--- config.mk ---
export PLATFORM = sky130hd
export DESIGN_NAME = complex_mult_seq
export DESIGN_NICKNAME = d
export VERILOG_FILES = /design/src/rtl/complex_mult_seq.sv
export SDC_FILE = /design/constraint.sdc
export NUM_CORES = 1
export LEC_CHECK = 0
export CORE_MARGIN = 2
export CORE_UTILIZATION = 35
export DETAILED_ROUTE_END_ITERATION = 12
export SYNTH_ARGS = -nofsm -noshare
export SYNTH_HDL_FRONTEND = slang
export SYNTH_SLANG_ARGS = --single-unit
--- constraint.sdc ---
create_clock -name clk -period 10.55 [get_ports clk]
set_input_delay 1.055 -clock clk [delete_from_list [all_inputs] [get_ports clk]]
set_output_delay 1.055 -clock clk [all_outputs]
set_load 0.03 [all_outputs]
--- src/rtl/complex_mult_seq.sv ---
// Sequential signed complex multiplier: (ar + j*ai)*(br + j*bi) using one shared
// 8x8 signed multiplier stepped over four cycles by a two-state FSM.
module complex_mult_seq (
    input  logic               clk,
    input  logic               rst,
    input  logic               start,
    input  logic signed [7:0]  ar,
    input  logic signed [7:0]  ai,
    input  logic signed [7:0]  br,
    input  logic signed [7:0]  bi,
    output logic               busy,
    output logic               done,
    output logic signed [16:0] re,
    output logic signed [16:0] im
);

    typedef enum logic {IDLE, RUN} state_t;

    state_t state, state_nxt;
    logic   accept, last;

    logic        [1:0]  k;
    logic signed [7:0]  ar_q, ai_q, br_q, bi_q;
    logic               sel_a, sel_b;
    logic signed [7:0]  mux_a, mux_b;
    logic signed [15:0] mul_a, mul_b, prod;
    logic signed [16:0] prod_ext;
    logic signed [16:0] acc_re, acc_im, acc_re_nxt, acc_im_nxt;

    // k walks (sel_a, sel_b) through (0,0) (1,1) (0,1) (1,0): ar*br, ai*bi, ar*bi, ai*br
    assign sel_a = k[0];
    assign sel_b = k[1] ^ k[0];
    assign mux_a = sel_a ? ai_q : ar_q;
    assign mux_b = sel_b ? bi_q : br_q;

    assign mul_a    = {{8{mux_a[7]}}, mux_a};
    assign mul_b    = {{8{mux_b[7]}}, mux_b};
    assign prod     = mul_a * mul_b;
    assign prod_ext = {prod[15], prod};

    assign busy = (state == RUN);

    always_comb begin
        acc_re_nxt = acc_re;
        acc_im_nxt = acc_im;
        case (k)
            2'd0:    acc_re_nxt = acc_re + prod_ext;
            2'd1:    acc_re_nxt = acc_re - prod_ext;
            default: acc_im_nxt = acc_im + prod_ext;
        endcase
    end

    always_ff @(posedge clk or posedge rst) begin
        if (rst) begin
            state <= IDLE;
        end else begin
            state <= state_nxt;
        end
    end

    always_comb begin
        state_nxt = state;
        accept    = 1'b0;
        last      = 1'b0;
        if (state == IDLE) begin
            if (start) begin
                state_nxt = RUN;
                accept    = 1'b1;
            end
        end else begin
            if (k == 2'd3) begin
                state_nxt = IDLE;
                last      = 1'b1;
            end
        end
    end

    always_ff @(posedge clk or posedge rst) begin
        if (rst) begin
            k      <= 2'd0;
            ar_q   <= '0;
            ai_q   <= '0;
            br_q   <= '0;
            bi_q   <= '0;
            acc_re <= '0;
            acc_im <= '0;
            re     <= '0;
            im     <= '0;
            done   <= 1'b0;
        end else begin
            done <= last;
            if (accept) begin
                ar_q   <= ar;
                ai_q   <= ai;
                br_q   <= br;
                bi_q   <= bi;
                acc_re <= '0;
                acc_im <= '0;
                k      <= 2'd0;
            end else if (state == RUN) begin
                acc_re <= acc_re_nxt;
                acc_im <= acc_im_nxt;
                k      <= k + 2'd1;
                // outputs only move on the final step, so re/im stay stable during RUN
                if (last) begin
                    re <= acc_re_nxt;
                    im <= acc_im_nxt;
                end
            end
        end
    end

endmodule

# After elaboration in Yosys (flattened, before gate mapping)
# Cells that the tools add are included.
# totals
elab_cells	40
out_inout_bits	36
in_bits	35
ff_bits	104
# op_classes
n_reduce_logical	4
multipliers	1
mux	16
eq_ne	2
n_bitwise	2
n_addsub	4
# op_table
operator	count
$mux 17	5
$add 17x16->17	2
$pmux 17 s2	1
$sub 17x16->17	1
$mul 8x8->16	1
$mux 8	2
$mux 1	6
$mux 2	2
$reduce_and 3->1	1
$add 2x1->2 const B	1
$eq 2x1->1 const B	1
$eq 2x2->1 const B	1
$logic_not 2->1	1
$reduce_bool 2->1	1
$reduce_or 2->1	1
$not 1->1	1
$xor 1x1->1	1

# Logic depth before layout (Yosys ltp)
# Gate-level depths: netlist of run 1.
# depth
word_depth	7
depth_mapped	32
ltp_nobuf	30

# Worst setup path before layout of run 1
# Ideal clock, no wire load.
# synth_timing
kind	reg-to-reg
from	register k[0]
to	register re[16]
required_ns	10.479
path_buffers	2
stages_incl_launch_ff	30
setup_ns	0.071
t_arrival_ns	8.381
synth_period_minus_slack_ns	8.452
slack_ns	2.098
cell_sequence	dfrtp_1 -> clkbuf_1 -> inv_1 -> ha_1 -> clkbuf_1 -> mux2i_1 -> or2_2 -> fa_1 -> fa_1 -> inv_1 -> fa_1 -> inv_1 -> fa_1 -> inv_1 -> ha_1 -> or4b_4 -> a2111oi_4 -> nor2b_1 -> nor2_1 -> xnor2_1 -> ha_1 -> and2_1 -> a2111oi_0 -> nor3_1 -> or3_1 -> a31oi_1 -> xnor2_1 -> nand2_1 -> or3_1 -> nand4_1
# synth_via
elab_chain_cells	5
word_cells_on_any_way	13
cone_classes	add/sub (2); mul (1); eq/ne (2); mux (5); bitwise (1); reduce/logical (2)
# synth_rtl
item	line_no	rtl
start: declaration	22	logic [1:0] k;
start signal: assignment	103	k <= k + 2'd1;
$xor 1x1->1	32	assign sel_b = k[1] ^ k[0];
$mux 8	34	assign mux_b = sel_b ? bi_q : br_q;
$mul 8x8->16	38	assign prod = mul_a * mul_b;
$sub 17x16->17 or $add 17x16->17 (tied branches)	48, 47	
$pmux 17 s2	46	case (k)
end signal: assignment	106	re <= acc_re_nxt;
end: declaration	13	output logic signed [16:0] re,
# Several ways; a longest one is shown, not always the timed one.
# A chain may end at the register's enable or synchronous reset.

# Worst setup path in the final report of run 1
# Ends and elaborated chain as after synthesis.

==> results.cfg, run 1 <==
[worst_setup_path]
reg2reg_slack_ns = 1.52
rr_worst_depth = 28
endpoint_kind = register
path_common_cell = fa_1
critPathMaxStageDelay_ns = 0.70
crit_type = reg2reg
critPathLaunchType = register
critPathRequiredTime_ns = 10.85
crit_fanout = 13
worst_path_max_delay_cell = dfrtp_1
arrival_ns = 9.34

[sta]
relSlewSlack = 0.3762
period_needed_ns = 9.033
slew_viol_final = 0
setup_viol = 0
rsz0062_at_grt = false
finClkSkew_ns = 0.005678
tns_ns = 0
worstMarginPinSlew_ns = 0.9358
hold_viol_final = 0
fmax_mhz = 110.7
fin_crit_sh = 0.8562

[floorplanning]
top_level_ports = 71
core_area_mm2 = 0.02418
fp.dieH_um = 160.4
start_util = 0.3542
dieArea_mm2 = 0.02574
die_x_um = 160.4
rows = 57

[logic_synthesis]
synth.largest_area_cell = dfrtp_1
synthArstFlopShare = 1.000
synth_most_common_cell = nand2_1
yosys_warnings = 0
syn_area_per_cell_um2 = 8.599
synth_top_area_frac = 0.3039
ys_ff_latch = 104
synth_fp_nets = 1153
synth_top_cells_by_count = nand2_1 (163), inv_1 (109), dfrtp_1 (104)
synth_edf_count = 0
syn-instance-count = 996
synth_ff_type = dfrtp_1
synth_cell_type_count = 54
yosysSeqAreaShare = 0.3039
netlist_area_mm2 = 0.008564
ys_top_cells_by_area = dfrtp_1 (30%), fa_1 (13%), ha_1 (9.5%)

[drt]
drt_wl_total_um = 20060
drt_iter0_markers = 375
vias = 6781
drt_pass1_iterations = 5
drtAntennaViolNets = 0
viasPerCell = 4.907
drcViolationCount = 0
drt-wirelength-per-cell_um = 14.51

[clock_network]
clockRootBuffer = clkbuf_16
cts-htree-levels = 3
hold_buffers = 0
cts_setup_buffers = 0
cts_resized = 0
numCtsBuffers = 9
cts.path.max_buffers = 2
cts_tree = built
clock_latency_ns = 0.37
clock-sinks = 104
clkTransAtPathRegs_ns = 0.08

[global_route]
grt_pass1_wl_um = 33680
antenna_found_initial = 0
grt_pass1_vias = 6739
grt_start_max_net_pins = 61
grtUsageTotal = 0.1612
gr-total-overflow = 0

[worst_hold_path]
holdPathStages = 2
hold_path.class = reg2reg

[layout]
nNetsFinal = 1210
syn2layout_area_growth_pct = 15.78
diodes = 0
layout-drive-gt1-share = 0.05009
fillers = 2453

[job]
drv_cap = 0

[place]
place_congestion = 0.8987
place_hpwl_um = 15150
io_buffer_count = 70

[run_status]
status = completed
## layer usage
layer  global-route usage  part of all wire
met1               0.2202              0.49
met2               0.2686              0.46
met3              0.02299             0.035
met4              0.04423             0.016
met5                    0                 0
## cell usage in the layout, fill, tap and decap left out, drive strengths merged, types with 7 or more instances in the layout
cell / count
nand3: 26
clkbuf: 10
xor2: 16
nor2: 103
o21ai: 60
and2: 7
inv: 112
clkdlybuf4s50: 70
a21o: 14
mux2i: 22
a21oi: 58
a31oi: 8
nand2b: 8
fa: 57
xnor2: 41
nand2: 163
dfrtp: 104
nor3: 14
or2: 16
buf: 7
ha: 65
## worst paths after layout
| path | start | end |
|---|---|---|
| min reg2reg | ar_q[2]$_DFFE_PP0P_ | ar_q[2]$_DFFE_PP0P_ |
| min in group asynchronous | rst | ar_q[1]$_DFFE_PP0P_ |
| max | k[0]$_DFFE_PP0P_ | re[16]$_DFFE_PP0P_ |
| max in group asynchronous | rst | re[16]$_DFFE_PP0P_ |
| max reg2reg | k[0]$_DFFE_PP0P_ | re[16]$_DFFE_PP0P_ |
| min | ar_q[2]$_DFFE_PP0P_ | ar_q[2]$_DFFE_PP0P_ |
## worst max-delay path, delay by kind of cell (launching register included)
kind / cells / cell delay, ns
adder cells (fa/ha/maj): 7 / 3.33
multiplexers: 1 / 0.66
flip-flops: 1 / 0.70
buffers and inverters: 3 / 0.18
AO/OA/AOI/OAI: 5 / 1.65
XOR/XNOR: 3 / 0.63
AND/OR/NAND/NOR: 9 / 1.80
## flip-flops by register name, summed over array words and instances (netlist names)
register and flops:
k 2, im 17, acc_im 17, re 17, bi_q 8, ar_q 8
ai_q 8, acc_re 17, busy 1, done 1, br_q 8
## kinds of logic (layout without fill, tap and decap cells)
logic type      count (synthesis)  in the layout  synth area share
simple gates                  361            361            0.1828
flops                         104            104            0.3039
mux                            23             23           0.02703
compound gates                189            189            0.1385
xor+xnor                       57             57           0.05829
buf+inv                       140            202           0.06136
fa+ha+maj                     122            122            0.2282
## stage by stage
step           utilization  setup slack [ns]  hold slack, ns  cells  instance area, um2
2_1_floorplan            -             2.098          0.4450    996                8564
3_3_place_gp        0.3978             1.788          0.4579   1366                9617
3_5_place_dp        0.3978             1.594          0.4632   1366                9617
4_1_cts             0.4101             1.548          0.4821   1382                9916
5_1_grt             0.4101            0.9454          0.5006   1382                9916
6_report            0.4101             1.517          0.4789   1382                9916
## final cells by class
cell class              count  area (um2)  area share
clock inverters             6       60.06    0.006057
repair buffers             77       753.2     0.07596
inverters                 109       411.6     0.04151
well taps                 324       405.4     0.04088
multi-input cells         752        5444      0.5490
flip-flops and latches    104        2603      0.2625
clock buffers              10       239.0     0.02410
Power of run 1 is left out: the tool's default activity adds up to more than one toggle a clock period on the data nets, which glitch-free logic cannot reach.
==> run 2: changes to the inputs <==
--- a/config.mk
+++ b/config.mk
@@ -8,6 +8,7 @@
 export CORE_MARGIN = 2
 export CORE_UTILIZATION = 35
 export DETAILED_ROUTE_END_ITERATION = 12
+export PLACE_DENSITY = 0.6
 export SYNTH_ARGS = -nofsm -noshare
 export SYNTH_HDL_FRONTEND = slang
 export SYNTH_SLANG_ARGS = --single-unit
==> constraint.sdc (replaced) <==
create_clock -name clk -period 9.55 [get_ports clk]
set_input_delay 0.955 -clock clk [delete_from_list [all_inputs] [get_ports clk]]
set_output_delay 0.955 -clock clk [all_outputs]
set_load 0.03 [all_outputs]
==> run 2 against run 1 <==
Effect of this change:
- flip-flop and latch count is the same
- final cell count increased by 0.22%
- critical path depth is 1 lower
- global-route usage fell by 0.27 points
- utilization hardly changed
==> results.cfg, run 2 (synthesis results as in run 1) <==
[floorplanning]
rows = 57
start_util = 0.3542
die_x_um = 160.4
fp.dieH_um = 160.4
core_area_mm2 = 0.02418
top_level_ports = 71
dieArea_mm2 = 0.02574

[global_route]
globalRouteMet2Util = 0.2627
antenna_found_initial = 0
grtUsageTotal = 0.1585
grt.busiest_layer = met2
gr-total-overflow = 0
grt_use_met1 = 0.2173
grt_pass1_wl_um = 33370
grt_pass1_vias = 6743
grt_start_max_net_pins = 61
met3_usage = 0.02583

[worst_setup_path]
arrival_ns = 8.93
path_delay_family = adder cells
critPathLaunchType = register
critPathRequiredTime_ns = 9.85
worst_path_max_delay_cell = mux2i_1
critPathBufInv = 4
critPathMaxStageDelay_ns = 0.68
crit_fanout = 9
endpoint_kind = register
crit_type = reg2reg

[sta]
fin_crit_sh = 0.9028
tns_ns = 0
rsz0062_at_grt = false
relSlewSlack = 0.3441
fmax_mhz = 116.0
finClkSkew_ns = 0.01368
setup_viol = 0
slew_viol_final = 0
period_needed_ns = 8.621
worstMarginPinSlew_ns = 0.9817
hold_viol_final = 0

[layout]
syn2layout_area_growth_pct = 15.91
layout-drive-gt1-share = 0.05184
fin_cells = 1385
most-common-layout-cells = nand2_1 (162), inv_1 (108), dfrtp_1 (104)
diodes = 0
nNetsFinal = 1213
layout_commonest_cell = nand2_1

[place]
place_hpwl_um = 14560
place_congestion = 0.8957
dp_cells = 1369
io_buffer_count = 70

[drt]
viasPerCell = 4.851
vias = 6718
drcViolationCount = 0
drt_wl_total_um = 19480
drt_pass1_iterations = 5
drtAntennaViolNets = 0
drt_iter0_markers = 443
drt-wirelength-per-cell_um = 14.06

[run_status]
status = completed

[clock_network]
clock-sinks = 104
clock_latency_ns = 0.37
cts-htree-levels = 3
cts_resized = 0
clkTransAtPathRegs_ns = 0.08
cts_tree = built
cts_setup_buffers = 0
hold_buffers = 0
cts.path.max_buffers = 2
numCtsBuffers = 9
clockRootBuffer = clkbuf_16

[worst_hold_path]
hold_path.class = reg2reg

[job]
drv_cap = 0
==> run 2: cell types whose count changed in the layout (fill, tap and decap cells not counted) <==
| cell | change |
|---|---|
| clkinv_2 | +1 |
| buf_4 | +3 |
| clkbuf_1 | +1 |
| clkinv_4 | +1 |
| clkinvlp_4 | -2 |
| clkbuf_8 | -1 |
==> run 2: final cells by class <==
type	count	area, um2
fill	2431	14250
inverter	109	411.6
timing repair buffer	80	775.7
sequential	104	2603
clock buffer	10	229.0
tap	324	405.4
clock inverter	6	58.81
multi-input combinational	752	5444
==> run 2: worst paths after layout <==
check | end | cells after the start | slack [ns] | start
hold / removal | ai_q[1]$_DFFE_PP0P_ | 2 | 0.47 | ai_q[1]$_DFFE_PP0P_
min in group asynchronous | ar_q[3]$_DFFE_PP0P_ | 2 | 1.03 | rst
max in group asynchronous | acc_im[6]$_DFFE_PP0P_ | 3 | 7.32 | rst
setup reg to reg | re[16]$_DFFE_PP0P_ | 27 | 0.93 | k[1]$_DFFE_PP0P_
hold reg to reg | ai_q[1]$_DFFE_PP0P_ | 2 | 0.47 | ai_q[1]$_DFFE_PP0P_
setup / recovery | re[16]$_DFFE_PP0P_ | 27 | 0.93 | k[1]$_DFFE_PP0P_
==> run 2: stage by stage <==
stage | hold WS [ns] | utilization | cell area [um2] | worst slack, ns
finish | 0.4741 | 0.4106 | 9927 | 0.9287
global route | 0.4956 | 0.4106 | 9927 | 0.4075
CTS | 0.4807 | 0.4106 | 9927 | 0.8906
detailed placement | 0.4613 | 0.3987 | 9639 | 0.8992
global placement | 0.4571 | 0.3987 | 9639 | 1.136
floorplan | 0.4450 | - | 8564 | 1.098
==> run 2: tightest hold or removal path, cell delays in order, from the launching register on <==
cell     delay [ns]
dfrtp_1        0.34
nand2_1        0.05
nand2_1        0.05
==> run 2: per-layer routing <==
layer | wire (um) | vias up | part of all wire
met4 | 205 | 0 | 0.011
met1 | 9760 | 3196 | 0.50
met3 | 608 | 12 | 0.031
met2 | 8901 | 112 | 0.46
met5 | 0 | - | 0
li1 | - | 3398 | -
Power of run 2 is left out for the same reason.
